### src/rtl/add12u_rr_share.sv
// ============================================================================
// add12u_rr_share
// ----------------------------------------------------------------------------
// Round-robin scheduler that time-shares one approximate 12-bit unsigned adder
// among NREQ requesters. Each cycle at most one operand pair is issued to the
// adder. The 13-bit sum and the winning requester index are captured in an
// output register that supports valid/ready backpressure.
//
// Build option:
//   ADD12U_EXACT_EN  when defined, the approximate adder is replaced by an
//                    exact 13-bit sum A+B. Handshake, latency and arbitration
//                    are identical in both builds.
//
// Parameters:
//   NREQ  number of requesters (2..8)
//   IDW   width of rsp_id, 2**IDW >= NREQ
//
// Ports:
//   clk        clock, all state on the rising edge
//   rst_n      asynchronous active-low reset
//   req_valid  per-requester operand valid
//   req_a      operand A, requester i at bits [12*i+11:12*i]
//   req_b      operand B, same packing as req_a
//   req_ready  per-requester accept, one-hot or zero
//   rsp_valid  result register holds a result
//   rsp_ready  consumer accepts the result
//   rsp_sum    13-bit (approximate) sum
//   rsp_id     index of the requester that produced rsp_sum
//   busy       result pending or any requester valid
// ============================================================================
module add12u_rr_share #(
    parameter int NREQ = 4,
    parameter int IDW  = 2
) (
    input  logic                 clk,
    input  logic                 rst_n,
    input  logic [NREQ-1:0]      req_valid,
    input  logic [NREQ*12-1:0]   req_a,
    input  logic [NREQ*12-1:0]   req_b,
    output logic [NREQ-1:0]      req_ready,
    output logic                 rsp_valid,
    input  logic                 rsp_ready,
    output logic [12:0]          rsp_sum,
    output logic [IDW-1:0]       rsp_id,
    output logic                 busy
);

    localparam logic [IDW-1:0] LAST_IDX = IDW'(NREQ - 1);

    logic [IDW-1:0] ptr;
    logic [IDW-1:0] winner;
    logic           any_valid;
    logic           can_load;
    logic           accept;
    logic [11:0]    a_sel;
    logic [11:0]    b_sel;
    logic [12:0]    add_sum;

    // Offset from the round-robin pointer, wrapped into 0..NREQ-1. NREQ need
    // not be a power of two, so the wrap is done explicitly.
    function automatic logic [IDW-1:0] wrap_idx(input logic [IDW-1:0] base,
                                                input int off);
        int s;
        s = int'(base) + off;
        if (s >= NREQ) begin
            s = s - NREQ;
        end
        return IDW'(s);
    endfunction

    // Priority search starting at ptr. Walking the offsets from the far end
    // down to zero lets the closest valid requester overwrite any earlier hit,
    // so the last assignment is the winner.
    always_comb begin
        winner    = '0;
        any_valid = 1'b0;
        for (int k = NREQ - 1; k >= 0; k--) begin
            if (req_valid[wrap_idx(ptr, k)]) begin
                winner    = wrap_idx(ptr, k);
                any_valid = 1'b1;
            end
        end
    end

    // The output slot can take new data when it is empty or being drained in
    // the same cycle; that keeps a full pipeline at one result per cycle.
    // rst_n is folded in so nothing is granted while reset is held.
    assign can_load = ~rsp_valid | rsp_ready;
    assign accept   = rst_n & can_load & any_valid;

    // Only the winner sees ready, and only when the slot can take its result.
    always_comb begin
        req_ready = '0;
        if (accept) begin
            req_ready[winner] = 1'b1;
        end
    end

    assign a_sel = req_a[winner*12 +: 12];
    assign b_sel = req_b[winner*12 +: 12];

`ifdef ADD12U_EXACT_EN
    // Golden reference build: plain 13-bit sum.
    assign add_sum = {1'b0, a_sel} + {1'b0, b_sel};
`else
    logic approx_carry;
    logic unused_approx_bits;

    // Approximate adder. Bits 0..6 are wired straight from selected operand
    // bits, bit 7 is a full adder whose third input is B6 instead of a real
    // carry, and bits 8..11 form an exact ripple chain seeded from bit 7.
    always_comb begin
        add_sum      = '0;
        approx_carry = 1'b0;
        add_sum[0]   = a_sel[0];
        add_sum[1]   = b_sel[2];
        add_sum[2]   = b_sel[4];
        add_sum[3]   = b_sel[3];
        add_sum[4]   = a_sel[4];
        add_sum[5]   = a_sel[5];
        add_sum[6]   = a_sel[6];
        add_sum[7]   = a_sel[7] ^ b_sel[7] ^ b_sel[6];
        approx_carry = (a_sel[7] & b_sel[7]) | (a_sel[7] & b_sel[6])
                     | (b_sel[7] & b_sel[6]);
        for (int i = 8; i < 12; i++) begin
            add_sum[i]   = a_sel[i] ^ b_sel[i] ^ approx_carry;
            approx_carry = (a_sel[i] & b_sel[i]) | (a_sel[i] & approx_carry)
                         | (b_sel[i] & approx_carry);
        end
        add_sum[12] = approx_carry;
    end

    // Operand bits the approximate function ignores.
    assign unused_approx_bits = ^{a_sel[3:1], b_sel[5], b_sel[1:0]};
`endif

    // Result register and round-robin pointer. An accept loads new data and
    // moves the pointer past the winner; a drain without accept empties the
    // slot; a stall leaves everything untouched.
    always_ff @(posedge clk or negedge rst_n) begin
        if (!rst_n) begin
            rsp_valid <= 1'b0;
            rsp_sum   <= '0;
            rsp_id    <= '0;
            ptr       <= '0;
        end else if (accept) begin
            rsp_valid <= 1'b1;
            rsp_sum   <= add_sum;
            rsp_id    <= winner;
            ptr       <= (winner == LAST_IDX) ? '0 : winner + 1'b1;
        end else if (rsp_ready) begin
            rsp_valid <= 1'b0;
        end
    end

    assign busy = rsp_valid | (|req_valid);

endmodule
### config.mk
export PLATFORM = sky130hd
export DESIGN_NAME = add12u_rr_share
export DESIGN_NICKNAME = d
export VERILOG_FILES = /design/src/rtl/add12u_rr_share.sv
export SDC_FILE = /design/constraint.sdc
export NUM_CORES = 1
export LEC_CHECK = 0
export ABC_CLOCK_PERIOD_IN_PS = 10500
export CAP_MARGIN = 15
export CORE_AREA = 10 10 77 79
export CTS_CLUSTER_SIZE = 10
export DETAILED_ROUTE_END_ITERATION = 7
export DIE_AREA = 0 0 87 89
export GPL_ROUTABILITY_DRIVEN = 0
export GPL_TIMING_DRIVEN = 0
export PLACE_DENSITY_LB_ADDON = 0.12
export SLEW_MARGIN = 5
export SYNTH_ARGS = -nofsm -noshare
export SYNTH_HDL_FRONTEND = slang
export SYNTH_SLANG_ARGS = --single-unit
### constraint.sdc
create_clock -name clk -period 10.5 [get_ports clk]
set_input_delay 2.625 -clock clk [delete_from_list [all_inputs] [get_ports clk]]
set_output_delay 2.625 -clock clk [all_outputs]
set_load 0.1 [all_outputs]
==> reports/results.ini, run 1 <==
[critical_path]
crit_family = buffers and inverters
crit_path_cell_trace = clkdlybuf4s50_1 > mux2i_1 > nor2_1 > a311oi_4 > buf_6 > ha_1 > and2_1 > clkdlybuf4s50_1
required_ps = 7880
r2r_slack_ps = 6270
critical_path_buf_inv_count = 3
cp_slowest_cell = clkdlybuf4s50_1
crit_type = in -> out
crit_arrival_ps = 5650
crit_path_end_kind = primary output
crit_fanout = 11
crit_path_frequent_cell = clkdlybuf4s50_1
crit_path_start_kind = input pin
max_stage_delay_ps = 1130

[drt]
viasPerCell = 4.76
drtPass1Iterations = 4
drc = 0
totalWireLength_mm = 4.80
wl_per_cell_um = 15.7
drtIter0Drc = 36
detail-route-antenna-nets = 0
vias = 1452

[power_and_ir_drop]
power.clock.fraction_pct = 8.6
power_frac_comb_pct = 74.0
cellPowerDensity_nw_per_um2 = 254
ir_drop_v = 0.0000950
power.leakage_uw = 0.00117
p_sw_share_pct = 55.5
switching_power_uw = 370
p_int_uw = 297
seqPwrFrac_pct = 17.4

[synthesis]
netlist_area_sq_um = 1510
syn_inst = 148
synth.distinct_cells = 24
avgSynthCellArea_sq_um = 10.2
syn-num-nets = 260
yosysWarningCount = 0
ys_ff_latch = 18
seq_area_frac_synth_pct = 29.8

[sta]
fin_crit_sh_pct = 78.8
rsz0062_at_grt = no
fin_crit_ps = 8280
relSlewSlack_pct = 32.5
final-hold-violation-count = 0
tightest_slew_ps = 1010
skew_ps = 6.18
max_freq_mhz = 121
tns_ps = 0
report.final.slew_viol_count = 0
setup_viol = 0

[hold_path]
hold_path.class = reg -> reg

[cells_and_area]
final_util_pct = 57.9
fill_cells = 424
drive_above_1_share_pct = 7.57
final_nets = 364
area_delta_synth_final_pct = 73.6
num_antenna_cells = 0

[clocking]
root_buffer = clkbuf_8
cts_tree = yes
cts_max_path_buffers = 2
worstSkewPairLatency_ps = 250
post-cts-setup-buffers = 0
cts_max_level = 1
cts_sinks = 18
hold_buffers = 0
cts.clk_slew.worst_paths_ps = 70
cts_buffers = 3
ctsResizeCount = 0

[floorplan]
placementRows = 25
start_util_pct = 33.4
die_area_sq_um = 7740
fp.dieH_um = 89
core_sq_um = 4540
io_pins = 124
die_w_um = 87

[grt]
grt_pass1_vias = 1638
antenna_found_initial = 0
grt_max_degree = 22
grt_pass1_wl_mm = 7.67
grt.total_usage_pct = 12.2
overflow = 0

[placement]
portBuffers = 99
dp_hpwl_mm = 4.08

[run]
maxCapViolations = 0

[run_status]
status = finished clean

[power by group through the flow]
stage	clock network, uW	registers (uW)	logic, uW
after floorplan	0	302	188
after global placement	0	116	499
after detailed placement	0	117	502
after CTS	59.7	116	502
after global routing	62.9	120	534
final	57.5	116	494
[flip-flops by register name, indices dropped and copies added (netlist names)]
| name | count |
|---|---|
| rsp_id | 2 |
| rsp_valid | 1 |
| rsp_sum | 13 |
| ptr | 2 |
[cells in the final DEF, fill, tap and decap left out, drive strengths merged]
cell type / count
nor2: 1
and3: 1
o221ai: 7
nand3: 1
ha: 4
clkdlybuf4s50: 99
a21oi: 3
dfrtp: 18
mux2i: 46
o2bb2a: 1
or2b: 1
or2: 1
mux2: 2
and2: 4
or4: 1
buf: 8
nand2: 31
nand2b: 2
clkbuf: 4
o31ai: 1
fa: 5
inv: 5
o21ai: 4
a311oi: 1
[worst paths after layout]
| kind | from | to | cells after the start |
|---|---|---|---|
| setup / recovery | req_valid[0] | req_ready[3] | 8 |
| hold / removal | rsp_sum[10] | rsp_sum[10] | 2 |
| setup reg to reg | ptr[1] | rsp_sum[11] | 14 |
| hold reg to reg | rsp_sum[10] | rsp_sum[10] | 2 |
| max in group asynchronous | rst_n | rsp_sum[11] | 1 |
| min in group asynchronous | rst_n | rsp_valid | 1 |
[Yosys cell counts, drive strengths merged]
cell	instances	area [sq um]
o21ai	4	20.0
o2bb2a	1	10.0
o221ai	7	61.3
o31ai	1	7.51
nand3	1	5.00
dfrtp	18	450
inv	5	18.8
or4	1	11.3
a21oi	3	15.0
and3	1	6.26
buf	8	65.1
nand2	31	124
and2	4	25.0
nor2	1	3.75
mux2	2	22.5
mux2i	46	460
fa	5	100
or2	1	6.26
or2b	1	11.3
ha	4	50.1
nand2b	2	12.5
a311oi	1	26.3
[layout make-up]
cell class | instances | area [sq um] | area share (%)
inverter | 5 | 18.8 | 0.715
multi-input combinational | 117 | 978 | 37.3
buffer | 8 | 65.1 | 2.48
timing repair buffer | 99 | 991 | 37.7
tap | 54 | 67.6 | 2.57
clock buffer | 4 | 55.1 | 2.10
sequential | 18 | 450 | 17.2
[layer usage]
layer	share of wire [%]	up-vias	GRT usage, %
met4	0.65	0	3.53
li1	-	728	-
met3	11	2	5.10
met2	45	69	21.0
met5	0	-	0
met1	43	653	13.3
[logic make-up (layout without fill, tap and decap cells)]
family	count (synthesis)	count (layout)	share of synthesized area [%]
mux	48	48	31.9
simple gates	43	43	13.6
flops	18	18	29.8
compound gates	17	17	9.26
buf+inv	13	116	5.54
fa+ha+maj	9	9	9.93
[worst min-delay path: stages (launching register included)]
cell,delay [ps]
dfrtp_1,340
nand2_1,50
nand2_1,50
[stage by stage]
| step | instances | power, uW | area, sq um | hold WS [ps] | worst slack, ps |
|---|---|---|---|---|---|
| floorplan | 148 | 490 | 1510 | 471 | 3460 |
| global placement | 301 | 615 | 2570 | 458 | 2180 |
| detailed placement | 301 | 618 | 2570 | 462 | 2180 |
| CTS | 305 | 678 | 2630 | 481 | 2180 |
| global route | 305 | 717 | 2630 | 505 | 2050 |
| finish | 305 | 668 | 2630 | 476 | 2220 |
No activity file was read; power rests on OpenSTA's default activity.
==> inputs of run 2 (changes only) <==
ABC_CLOCK_PERIOD_IN_PS = 7100   (was 10500)
CORE_AREA = 10 10 83 85   (was 10 10 77 79)
DIE_AREA = 0 0 93 95   (was 0 0 87 89)
clock period = 7.1 ns   (was 10.5 ns; I/O delays follow)
==> run 2 against run 1 <==
Critical endpoint unchanged. Final cell count is 5.9% higher. Global-route usage decreased by 1.3 points. Combinational power up 48%. Routed wire length is 4.6% higher. Sequential share of layout area fell by 0.15 points. Hold slack worse by 3.8 ps. Non-clock buffer count unchanged. First-iteration DRC count shrank 5.6%. Final area up 0.86%.
==> reports/results.ini, run 2 (synthesis results as in run 1) <==
[floorplan]
io_pins = 124  ; unchanged
start_util_pct = 28.3  ; -5.0 points
fp.dieH_um = 95  ; +6.7%
die_area_sq_um = 8840  ; +14%
placementRows = 27  ; +8.0%
die_w_um = 93  ; +6.9%
core_sq_um = 5340  ; +18%

[grt]
grt.total_usage_pct = 10.9  ; -1.3 points
grt_pass1_vias = 1575  ; -3.8%
antenna_found_initial = 0  ; unchanged
overflow = 0  ; unchanged
grt_max_degree = 22  ; unchanged
grt_pass1_wl_mm = 7.73  ; +0.82%

[cells_and_area]
reg_top3 = rsp_sum x13, ptr x2, rsp_id x2
regMostFlops = rsp_sum
final_nets = 364  ; unchanged
layout_commonest_cell = clkdlybuf4s50_1
area_delta_synth_final_pct = 75.1
drive_above_1_share_pct = 7.57  ; unchanged
layout_common_cells = clkdlybuf4s50_1, mux2i_1, nand2_1
fin_cells = 323  ; +5.9%
multi_input_area_sq_um = 978  ; unchanged
final_util_pct = 49.6  ; -8.3 points
num_antenna_cells = 0  ; unchanged
register_area_sq_um = 450  ; unchanged
largest_register_ffs = 13  ; unchanged
finish.instance_area_sq_um = 2650  ; +0.86%
fill_cells = 565  ; +33%

[drt]
drtIter0Drc = 34  ; -5.6%
wl_met3_um = 339  ; -38%
highest_layer = met4
wl_met2_mm = 2.60  ; +20%
detail-route-antenna-nets = 0  ; unchanged
m1WireLength_mm = 2.06  ; +0.54%
totalWireLength_mm = 5.02  ; +4.6%
drtPass1Iterations = 4  ; unchanged
drc = 0  ; unchanged
wl_per_cell_um = 15.5  ; -1.2%
viasPerCell = 4.48  ; -5.8%
vias = 1448  ; -0.28%

[sta]
fin_crit_ps = 6630
relSlewSlack_pct = 32.8  ; +0.31 points
setup_viol = 0  ; unchanged
max_freq_mhz = 151
final-hold-violation-count = 0  ; unchanged
fin_crit_sh_pct = 93.3
tns_ps = 0  ; unchanged
rsz0062_at_grt = no
report.final.slew_viol_count = 0  ; unchanged
tightest_slew_ps = 1000  ; -4.63 ps
skew_ps = 4.60  ; -1.57 ps

[power_and_ir_drop]
switching_power_uw = 549  ; +48%
p_total_uw = 989  ; +48%
power_frac_comb_pct = 74.1  ; about the same
seqPwrFrac_pct = 17.4  ; about the same
ir_drop_v = 0.000137  ; +44%
power.leakage_uw = 0.00117  ; unchanged
p_sw_share_pct = 55.5  ; about the same
power.clock.fraction_pct = 8.5  ; about the same
cellPowerDensity_nw_per_um2 = 373  ; +47%
p_int_uw = 440  ; +48%

[critical_path]
crit_type = in -> out
crit_path_frequent_cell = clkdlybuf4s50_1
crit_path_cell_trace = clkdlybuf4s50_1 > mux2i_1 > nor2_1 > a311oi_4 > buf_6 > ha_1 > and2_1 > clkdlybuf4s50_1
crit_fanout = 11  ; unchanged
crit_family = buffers and inverters
critical_path_buf_inv_count = 3  ; unchanged
crit_path_start_kind = input pin
cp_slowest_cell = clkdlybuf4s50_1
crit_path_end_kind = primary output
crit_arrival_ps = 4850  ; -800 ps
max_stage_delay_ps = 1130  ; about the same
required_ps = 5330  ; -2550 ps

[run]
maxCapViolations = 0  ; unchanged

[run_status]
status = finished clean

[placement]
placed_area_sq_um = 2590  ; +0.88%
dp_hpwl_mm = 4.24  ; +4.0%
portBuffers = 99  ; unchanged
place_inst = 319  ; +6.0%

[clocking]
cts_sinks = 18  ; unchanged
hold_buffers = 0  ; unchanged
cts.clk_slew.worst_paths_ps = 70  ; about the same
post-cts-setup-buffers = 0  ; unchanged
root_buffer = clkbuf_8
cts_max_level = 1  ; unchanged
worstSkewPairLatency_ps = 250  ; about the same
cts_max_path_buffers = 2  ; unchanged
ctsResizeCount = 0  ; unchanged
cts_tree = yes
cts_buffers = 3  ; unchanged

[hold_path]
hold_path.class = reg -> reg

-- run 2: cell counts in the layout (fill, tap and decap cells not counted) --
No cell type changed its count.
-- run 2: final timing paths --
check	from	end	slack (ps)	cells after the start
worst max-delay path	req_valid[0]	req_ready[3]	470	8
worst min register to register	rsp_sum[8]	rsp_sum[8]	470	2
worst max register to register	ptr[1]	rsp_sum[11]	2860	12
max in group asynchronous	rst_n	rsp_sum[5]	4520	1
worst min-delay path	rsp_sum[8]	rsp_sum[8]	470	2
min in group asynchronous	rst_n	rsp_id[1]	2030	1
-- run 2: layer usage --
metal / up-vias / global-route usage [%]
met1: 666 / 11.9
met3: 2 / 3.57
met5: - / 0
li1: 729 / -
met4: 0 / 2.31
met2: 51 / 20.0
-- run 2: final cells by class --
cell class | count | area share (%)
buffer | 8 | 2.46
clock buffer | 4 | 2.08
inverter | 5 | 0.709
multi-input combinational | 117 | 36.9
sequential | 18 | 17.0
tap | 72 | 3.40
timing repair buffer | 99 | 37.4
-- run 2: metrics by stage --
stage	setup WS, ps	hold slack (ps)
after global placement	473	458
after floorplan	1760	471
after CTS	423	480
final	475	472
after detailed placement	425	462
after global routing	314	503
-- run 2: power groups by stage --
stage          registers, uW  logic (uW)  clock network, uW
2_1_floorplan            447         277                  0
3_3_place_gp             172         743                  0
5_1_grt                  178         784               93.1
4_1_cts                  172         746               86.9
3_5_place_dp             174         745                  0
6_report                 172         733               84.4
-- run 2: tightest hold or removal path: stages, from the launching register on --
cell and delay [ps]:
dfrtp_1 340, nand2_1 50, nand2_1 50
